**src/rtl/reg_file20_pkg.sv**
```systemverilog
// ---------------------------------------------------------------------------
// flow_pkg: shared types and sizes for the flow-control datapath.
//   WORD_W     : data word width (20)
//   NREG       : number of architectural registers (32)
//   REG_ADDR_W : register address width, log2(NREG)
//   word_t     : one data word
//   reg_addr_t : one register address
// ---------------------------------------------------------------------------
package flow_pkg;

  localparam int WORD_W     = 20;
  localparam int NREG       = 32;
  localparam int REG_ADDR_W = 5;

  typedef logic [WORD_W-1:0]     word_t;
  typedef logic [REG_ADDR_W-1:0] reg_addr_t;

endpackage : flow_pkg

```
**src/rtl/reg_file20_if.sv**
```systemverilog
// ---------------------------------------------------------------------------
// reg_file20_if: bus bundle for the register file.
//   wr_en/wr_addr/wr_data           : write port (steered write data)
//   rd_en_x/rd_addr_x               : read request, ports A and B
//   rd_data_x/rd_valid_x            : registered read response, ports A and B
//   written                         : per-register "written since reset" map
// Modports:
//   master : the requester (routing / source-select logic, testbench)
//   slave  : the register file
// ---------------------------------------------------------------------------
interface reg_file20_if;
  import flow_pkg::*;

  logic              wr_en;
  reg_addr_t         wr_addr;
  word_t             wr_data;

  logic              rd_en_a;
  reg_addr_t         rd_addr_a;
  word_t             rd_data_a;
  logic              rd_valid_a;

  logic              rd_en_b;
  reg_addr_t         rd_addr_b;
  word_t             rd_data_b;
  logic              rd_valid_b;

  logic [NREG-1:0]   written;

  modport master (
    output wr_en, wr_addr, wr_data,
    output rd_en_a, rd_addr_a, rd_en_b, rd_addr_b,
    input  rd_data_a, rd_valid_a, rd_data_b, rd_valid_b, written
  );

  modport slave (
    input  wr_en, wr_addr, wr_data,
    input  rd_en_a, rd_addr_a, rd_en_b, rd_addr_b,
    output rd_data_a, rd_valid_a, rd_data_b, rd_valid_b, written
  );

endinterface : reg_file20_if

```
**src/rtl/reg_file20_read_port.sv**
```systemverilog
// ---------------------------------------------------------------------------
// reg_read_port: one registered read port of the register file.
//   clk, rst_n       : clock, asynchronous active-low reset
//   rd_en, rd_addr   : read request
//   wr_en, wr_addr,
//   wr_data          : current write, used for write-first bypass
//   mem              : flattened view of the storage array
//   rd_data          : registered read data (holds when rd_en=0)
//   rd_valid         : high for one cycle after each accepted read
// ---------------------------------------------------------------------------
module reg_read_port
  import flow_pkg::*;
(
  input  logic                        clk,
  input  logic                        rst_n,
  input  logic                        rd_en,
  input  reg_addr_t                   rd_addr,
  input  logic                        wr_en,
  input  reg_addr_t                   wr_addr,
  input  word_t                       wr_data,
  input  logic [NREG-1:0][WORD_W-1:0] mem,
  output word_t                       rd_data,
  output logic                        rd_valid
);

  word_t rd_data_q, rd_data_d;
  logic  rd_valid_q, rd_valid_d;
  word_t rd_value;

  always_comb begin
    // Register 0 wins over the bypass so a discarded write to 0 never leaks.
    rd_value = mem[rd_addr];
    if (rd_addr == '0) begin
      rd_value = '0;
    end else if (wr_en && (wr_addr == rd_addr)) begin
      rd_value = wr_data;
    end

    rd_data_d  = rd_data_q;
    rd_valid_d = rd_en;
    if (rd_en) begin
      rd_data_d = rd_value;
    end
  end

  always_ff @(posedge clk or negedge rst_n) begin
    if (!rst_n) begin
      rd_data_q  <= '0;
      rd_valid_q <= 1'b0;
    end else begin
      rd_data_q  <= rd_data_d;
      rd_valid_q <= rd_valid_d;
    end
  end

  assign rd_data  = rd_data_q;
  assign rd_valid = rd_valid_q;

endmodule : reg_read_port

```
**src/rtl/reg_file20.sv**
```systemverilog
// ---------------------------------------------------------------------------
// reg_file20: 32 x 20-bit register file, one write port, two registered
// read ports with write-first bypass, hardwired-zero register 0 and a
// per-register "written" bitmap.
//   clk   : clock, all state changes on the rising edge
//   rst_n : asynchronous active-low reset, clears storage and outputs
//   bus   : reg_file20_if.slave (write port, read ports A/B, written map)
// Storage is a flop array so the whole file clears on asynchronous reset.
// ---------------------------------------------------------------------------
module reg_file20
  import flow_pkg::*;
(
  input  logic        clk,
  input  logic        rst_n,
  reg_file20_if.slave bus
);

  logic [NREG-1:0][WORD_W-1:0] mem_q, mem_d;
  logic [NREG-1:0]             written_q, written_d;
  logic                        wr_accept;

  word_t rd_data_a, rd_data_b;
  logic  rd_valid_a, rd_valid_b;

  // Writes to register 0 are dropped entirely, so entry 0 and written[0]
  // are never updated from reset.
  assign wr_accept = bus.wr_en && (bus.wr_addr != '0);

  always_comb begin
    mem_d     = mem_q;
    written_d = written_q;
    if (wr_accept) begin
      mem_d[bus.wr_addr]     = bus.wr_data;
      written_d[bus.wr_addr] = 1'b1;
    end
  end

  always_ff @(posedge clk or negedge rst_n) begin
    if (!rst_n) begin
      mem_q     <= '0;
      written_q <= '0;
    end else begin
      mem_q     <= mem_d;
      written_q <= written_d;
    end
  end

  reg_read_port u_port_a (
    .clk      (clk),
    .rst_n    (rst_n),
    .rd_en    (bus.rd_en_a),
    .rd_addr  (bus.rd_addr_a),
    .wr_en    (bus.wr_en),
    .wr_addr  (bus.wr_addr),
    .wr_data  (bus.wr_data),
    .mem      (mem_q),
    .rd_data  (rd_data_a),
    .rd_valid (rd_valid_a)
  );

  reg_read_port u_port_b (
    .clk      (clk),
    .rst_n    (rst_n),
    .rd_en    (bus.rd_en_b),
    .rd_addr  (bus.rd_addr_b),
    .wr_en    (bus.wr_en),
    .wr_addr  (bus.wr_addr),
    .wr_data  (bus.wr_data),
    .mem      (mem_q),
    .rd_data  (rd_data_b),
    .rd_valid (rd_valid_b)
  );

  assign bus.rd_data_a  = rd_data_a;
  assign bus.rd_valid_a = rd_valid_a;
  assign bus.rd_data_b  = rd_data_b;
  assign bus.rd_valid_b = rd_valid_b;
  assign bus.written    = written_q;

endmodule : reg_file20

```
**src/flat_wrapper.sv**
```systemverilog
// flat-port wrapper written by rule: the top's interface ports become plain ports
module reg_file20_flat import flow_pkg::*;
  (clk, rst_n, bus_wr_en, bus_wr_addr, bus_wr_data, bus_rd_en_a, bus_rd_addr_a, bus_rd_en_b, bus_rd_addr_b, bus_rd_data_a, bus_rd_valid_a, bus_rd_data_b, bus_rd_valid_b, bus_written);
  reg_file20_if bus_i ();
  input  logic clk;
  input  logic rst_n;
  input wire logic [$bits(bus_i.wr_en)-1:0] bus_wr_en;
  input wire logic [$bits(bus_i.wr_addr)-1:0] bus_wr_addr;
  input wire logic [$bits(bus_i.wr_data)-1:0] bus_wr_data;
  input wire logic [$bits(bus_i.rd_en_a)-1:0] bus_rd_en_a;
  input wire logic [$bits(bus_i.rd_addr_a)-1:0] bus_rd_addr_a;
  input wire logic [$bits(bus_i.rd_en_b)-1:0] bus_rd_en_b;
  input wire logic [$bits(bus_i.rd_addr_b)-1:0] bus_rd_addr_b;
  output wire logic [$bits(bus_i.rd_data_a)-1:0] bus_rd_data_a;
  output wire logic [$bits(bus_i.rd_valid_a)-1:0] bus_rd_valid_a;
  output wire logic [$bits(bus_i.rd_data_b)-1:0] bus_rd_data_b;
  output wire logic [$bits(bus_i.rd_valid_b)-1:0] bus_rd_valid_b;
  output wire logic [$bits(bus_i.written)-1:0] bus_written;
  assign bus_i.wr_en = bus_wr_en;
  assign bus_i.wr_addr = bus_wr_addr;
  assign bus_i.wr_data = bus_wr_data;
  assign bus_i.rd_en_a = bus_rd_en_a;
  assign bus_i.rd_addr_a = bus_rd_addr_a;
  assign bus_i.rd_en_b = bus_rd_en_b;
  assign bus_i.rd_addr_b = bus_rd_addr_b;
  assign bus_rd_data_a = bus_i.rd_data_a;
  assign bus_rd_valid_a = bus_i.rd_valid_a;
  assign bus_rd_data_b = bus_i.rd_data_b;
  assign bus_rd_valid_b = bus_i.rd_valid_b;
  assign bus_written = bus_i.written;
  reg_file20 u_core (.clk(clk), .rst_n(rst_n), .bus(bus_i));
endmodule
```
**config.mk**
```make
export PLATFORM = sky130hd
export DESIGN_NAME = reg_file20_flat
export DESIGN_NICKNAME = d
export VERILOG_FILES = /design/src/rtl/reg_file20_pkg.sv /design/src/rtl/reg_file20_if.sv /design/src/rtl/reg_file20_read_port.sv /design/src/rtl/reg_file20.sv /design/src/flat_wrapper.sv
export SDC_FILE = /design/constraint.sdc
export NUM_CORES = 1
export LEC_CHECK = 0
export CORE_UTILIZATION = 55
export DETAILED_ROUTE_END_ITERATION = 6
export PLACE_DENSITY_LB_ADDON = 0.25
export SETUP_SLACK_MARGIN = 0.3
export SYNTH_ARGS = -nofsm -noshare
export SYNTH_HDL_FRONTEND = slang
export SYNTH_SLANG_ARGS = --single-unit
```
**constraint.sdc**
```tcl
create_clock -name clk -period 1.74 [get_ports clk]
set_clock_uncertainty 0.15 [all_clocks]
set_input_delay 0.348 -clock clk [delete_from_list [all_inputs] [get_ports clk]]
set_output_delay 0.348 -clock clk [all_outputs]
set_load 0.01 [all_outputs]
```
==> run_results.csv <==
group,metric,value,unit
run_status,status,"finished, violations left",
run_status,violations_in_the_final_reports,"design-rule violations, negative setup slack",
pwr,worst_supply_voltage_drop_on_vdd,0.000824,V
floorplan,initial_core_utilization,55.8,%
sta,relSlewSlack,68.5,%
critical_path,end_kind,"register",
floorplan,fp.coreArea,0.0660,mm^2
pwr,cellPowerDensity,1070,mW/mm^2
synth,synth-edff-count,0,
critical_path,cp_cell_sequence,"mux4_2 > mux4_2 > nand2b_1 > o2111ai_1",
clocking,cts_max_level,3,
final_layout,nFillCells,3208,
floorplan,die_area,0.0680,mm^2
synth,synth.net_count,2410,
clocking,cts.sink_count,714,
placement,portBuffers,113,
route,first_pass_iters,7,
job,cap_violations,0,
clocking,ctsLongestPathBuffers,3,
sta,layout_min_cycle_time,2.06,ns
final_layout,layout-drive-gt1-share,68.8,%
global_route,grt_max_degree,73,
placement,detailedPlacementHpwl,79600,um
final_layout,utilization,79.2,%
sta,timing_worst_slew_pin_value,0.472,ns
final_layout,multiInputGateArea,0.0199,mm^2
sta,setup_violations,63,
sta,hold_viol_final,0,
pwr,power.net_switching,0.0158,W
synth,ys_seq_elements,714,
clocking,clk_pin_slew_worst_paths,0.06,ns
critical_path,worst_path_max_delay_cell,"sky130_fd_sc_hd__mux4_2",
clocking,clock_tree_from_tritoncts,"yes",
floorplan,top_level_ports,114,
critical_path,worst_path_most_repeated_cell,"sky130_fd_sc_hd__mux4_2",
critical_path,worst_ep_required_time,2.07,ns
critical_path,critical_path_arrival,2.40,ns
synth,yosysWarnings,0,
sta,fmaxAchievable,0.485,GHz
global_route,antenna_found_initial,4,
global_route,grt_util_all_layers,38.9,%
global_route,vias_in_the_first_global_route,30000,
final_layout,register_area,0.0179,mm^2
clocking,clockRootBuffer,"sky130_fd_sc_hd__clkbuf_16",
sta,rsz_0062_raised_after_global_routing,"yes",
placement,pre_cts_ws,-1.06,ns
synth,ys_types,52,
sta,hold-worst-slack,0.0910,ns
synth,postSynth.topFlopCell,"sky130_fd_sc_hd__dfrtp_1",
clocking,cts_inserted_buffers,78,
route,detailroute.via_count,28200,
floorplan,die_x,261,um
critical_path,cp_max_fo,2,
pwr,sw_frac_of_total,28.2,%
global_route,global_route_wire_length_before_repair,193000,um
route,antenna_violating_nets_post_route,0,
final_layout,syn2layout_area_growth,42.1,%
floorplan,die_height,261,um
pwr,leakage_power_figure,23.9,nW
hold_path,min-delay-path-class,"in2async",
floorplan,rows,94,
sta,setup_tns_after_final_layout,-7.57,ns
critical_path,setup.worst_path.start_class,"register",
sta,min_period_over_period,119,%
final_layout,layout_common_cells,"sky130_fd_sc_hd__dfrtp_1 (697), sky130_fd_sc_hd__buf_4 (633), sky130_fd_sc_hd__mux2_4 (419)",
synth,async_reset_ff_share,100,%
route,route.detailed.vias_per_inst,6.85,
final_layout,mostFrequentLayoutCell,"sky130_fd_sc_hd__dfrtp_1",
critical_path,category_of_the_critical_setup_timing_path,"reg2reg",
pwr,total_power,0.0560,W
pwr,clock_power_share,29.9,%
synth,post_synth_instance_area,0.0368,mm^2
pwr,p_int,0.0402,W
critical_path,crit_path_max_incr_delay,0.60,ns
route,wl_per_cell,33.4,um
sta,maxSlewViolCount,0,
synth,synthesis.area_per_instance,15.5,um^2
placement,gp_congestion,0.904,
critical_path,worst_path_dominant_cell_family,"multiplexers",
clocking,clock_latency,0.65,ns
route,post-route-drc-count,32,
critical_path,critPathBufInv,0,
pwr,combPwrFrac,30.3,%
route,drt_iter0_markers,3011,
synth,synth_cells,2370,
sta,layout_setup_ws,-0.324,ns
synth,synth-seq-area-share,48.5,%
route,postRouteWirelength,138000,um
pwr,power_frac_seq,39.7,%
final_layout,finish.net_count,3241,
global_route,grt_overflow,0,
path summary, 6_finish.rpt:
| kind | cells past startpoint | slack, ns | startpoint | end |
|---|---|---|---|---|
| max in group asynchronous | 4 | 0.56 | rst_n | u_core.bus.written[28] |
| min | 2 | 0.09 | rst_n | u_core.mem_q[326] |
| max reg2reg | 4 | -0.32 | u_core.mem_q[137] | u_core.u_port_b.rd_data[17] |
| max | 4 | -0.32 | u_core.mem_q[137] | u_core.u_port_b.rd_data[17] |
| min in group clk | 0 | 0.25 | u_core.mem_q[15] | u_core.mem_q[15] |
| min reg2reg | 0 | 0.25 | u_core.mem_q[15] | u_core.mem_q[15] |
per-layer routing:
metal | GRT usage, % | wire [um] | vias to the layer above
met5 | 0 | 18 | -
met4 | 23.8 | 11100 | 4
met3 | 10.5 | 15400 | 673
met2 | 60.3 | 63800 | 1968
met1 | 49.0 | 47600 | 14800
li1 | - | - | 10800
metrics by stage:
step | instances | area (um^2)
4_1_cts | 4074 | 51100
3_5_place_dp | 3822 | 46900
5_1_grt | 4124 | 52300
6_report | 4126 | 52300
2_1_floorplan | 2370 | 39200
3_3_place_gp | 3822 | 46900
cells by family after synthesis:
logic type | Yosys count | share of synthesized area [%]
mux | 985 | 41.0
flops | 714 | 48.5
simple gates | 188 | 2.90
xor+xnor | 10 | 0.238
buf+inv | 306 | 3.77
compound gates | 167 | 3.54
registers in the layout (all words and copies together) (netlist names):
signal,cells
u_core.u_port_a.rd_valid,1
u_core.u_port_b.rd_valid,1
u_core.bus.written,32
u_core.u_port_b.rd_data,20
u_core.mem_q,640
u_core.u_port_a.rd_data,20
power groups by stage:
stage	sequential, W	clock (W)	combinational, W
3_3_place_gp	0.0219	0	0.0148
3_5_place_dp	0.0221	0	0.0153
4_1_cts	0.0219	0.0167	0.0160
2_1_floorplan	0.0218	0	0.00817
5_1_grt	0.0224	0.0175	0.0177
6_report	0.0223	0.0168	0.0170
synth_stat cells, types with 4 or more instances:
cell type / n / share of area [%]
sky130_fd_sc_hd__mux4_2: 356 / 22
sky130_fd_sc_hd__a21o_1: 20 / 0.41
sky130_fd_sc_hd__mux2_2: 571 / 17
sky130_fd_sc_hd__xnor2_1: 10 / 0.24
sky130_fd_sc_hd__buf_1: 17 / 0.17
sky130_fd_sc_hd__nand2_1: 16 / 0.16
sky130_fd_sc_hd__a21oi_1: 20 / 0.27
sky130_fd_sc_hd__or2_2: 17 / 0.29
sky130_fd_sc_hd__o221ai_1: 19 / 0.45
sky130_fd_sc_hd__inv_1: 39 / 0.40
sky130_fd_sc_hd__a22oi_1: 40 / 0.82
sky130_fd_sc_hd__nor2b_1: 30 / 0.51
sky130_fd_sc_hd__mux2i_1: 8 / 0.22
sky130_fd_sc_hd__clkbuf_1: 135 / 1.4
sky130_fd_sc_hd__dfrtp_1: 714 / 49
sky130_fd_sc_hd__buf_4: 8 / 0.16
sky130_fd_sc_hd__nand2b_1: 38 / 0.65
sky130_fd_sc_hd__buf_6: 5 / 0.15
sky130_fd_sc_hd__a22o_1: 38 / 0.90
sky130_fd_sc_hd__or3_1: 4 / 0.068
sky130_fd_sc_hd__nor2_1: 34 / 0.35
sky130_fd_sc_hd__o2111ai_1: 20 / 0.48
sky130_fd_sc_hd__buf_2: 97 / 1.3
sky130_fd_sc_hd__nand3_1: 25 / 0.34
sky130_fd_sc_hd__mux2_1: 50 / 1.5
worst register-to-register path: stages, from the launching register on:
cell and delay [ns]:
sky130_fd_sc_hd__dfrtp_1 0.40, sky130_fd_sc_hd__mux4_2 0.49, sky130_fd_sc_hd__mux4_2 0.61, sky130_fd_sc_hd__nand2b_1 0.14, sky130_fd_sc_hd__o2111ai_1 0.11
area by class of cell:
cell class | instances | share of cell area, %
Antenna cell | 3 | 0.0144
Clock buffer | 118 | 4.45
Clock inverter | 20 | 0.378
Inverter | 41 | 0.342
Multi-Input combinational cell | 1350 | 38.0
Sequential cell | 714 | 34.2
Tap cell | 864 | 2.07
Timing Repair Buffer | 1016 | 20.5
timing repair:
item                       CTS  global route
setup endpoints to repair  761           602
gates cloned                17            11
hold buffers                 1             0
hold endpoints to repair   313             0
resized for setup          534           139
pin swaps                   42            31
setup buffers               96            38
No activity file was read; power rests on OpenSTA's default activity.
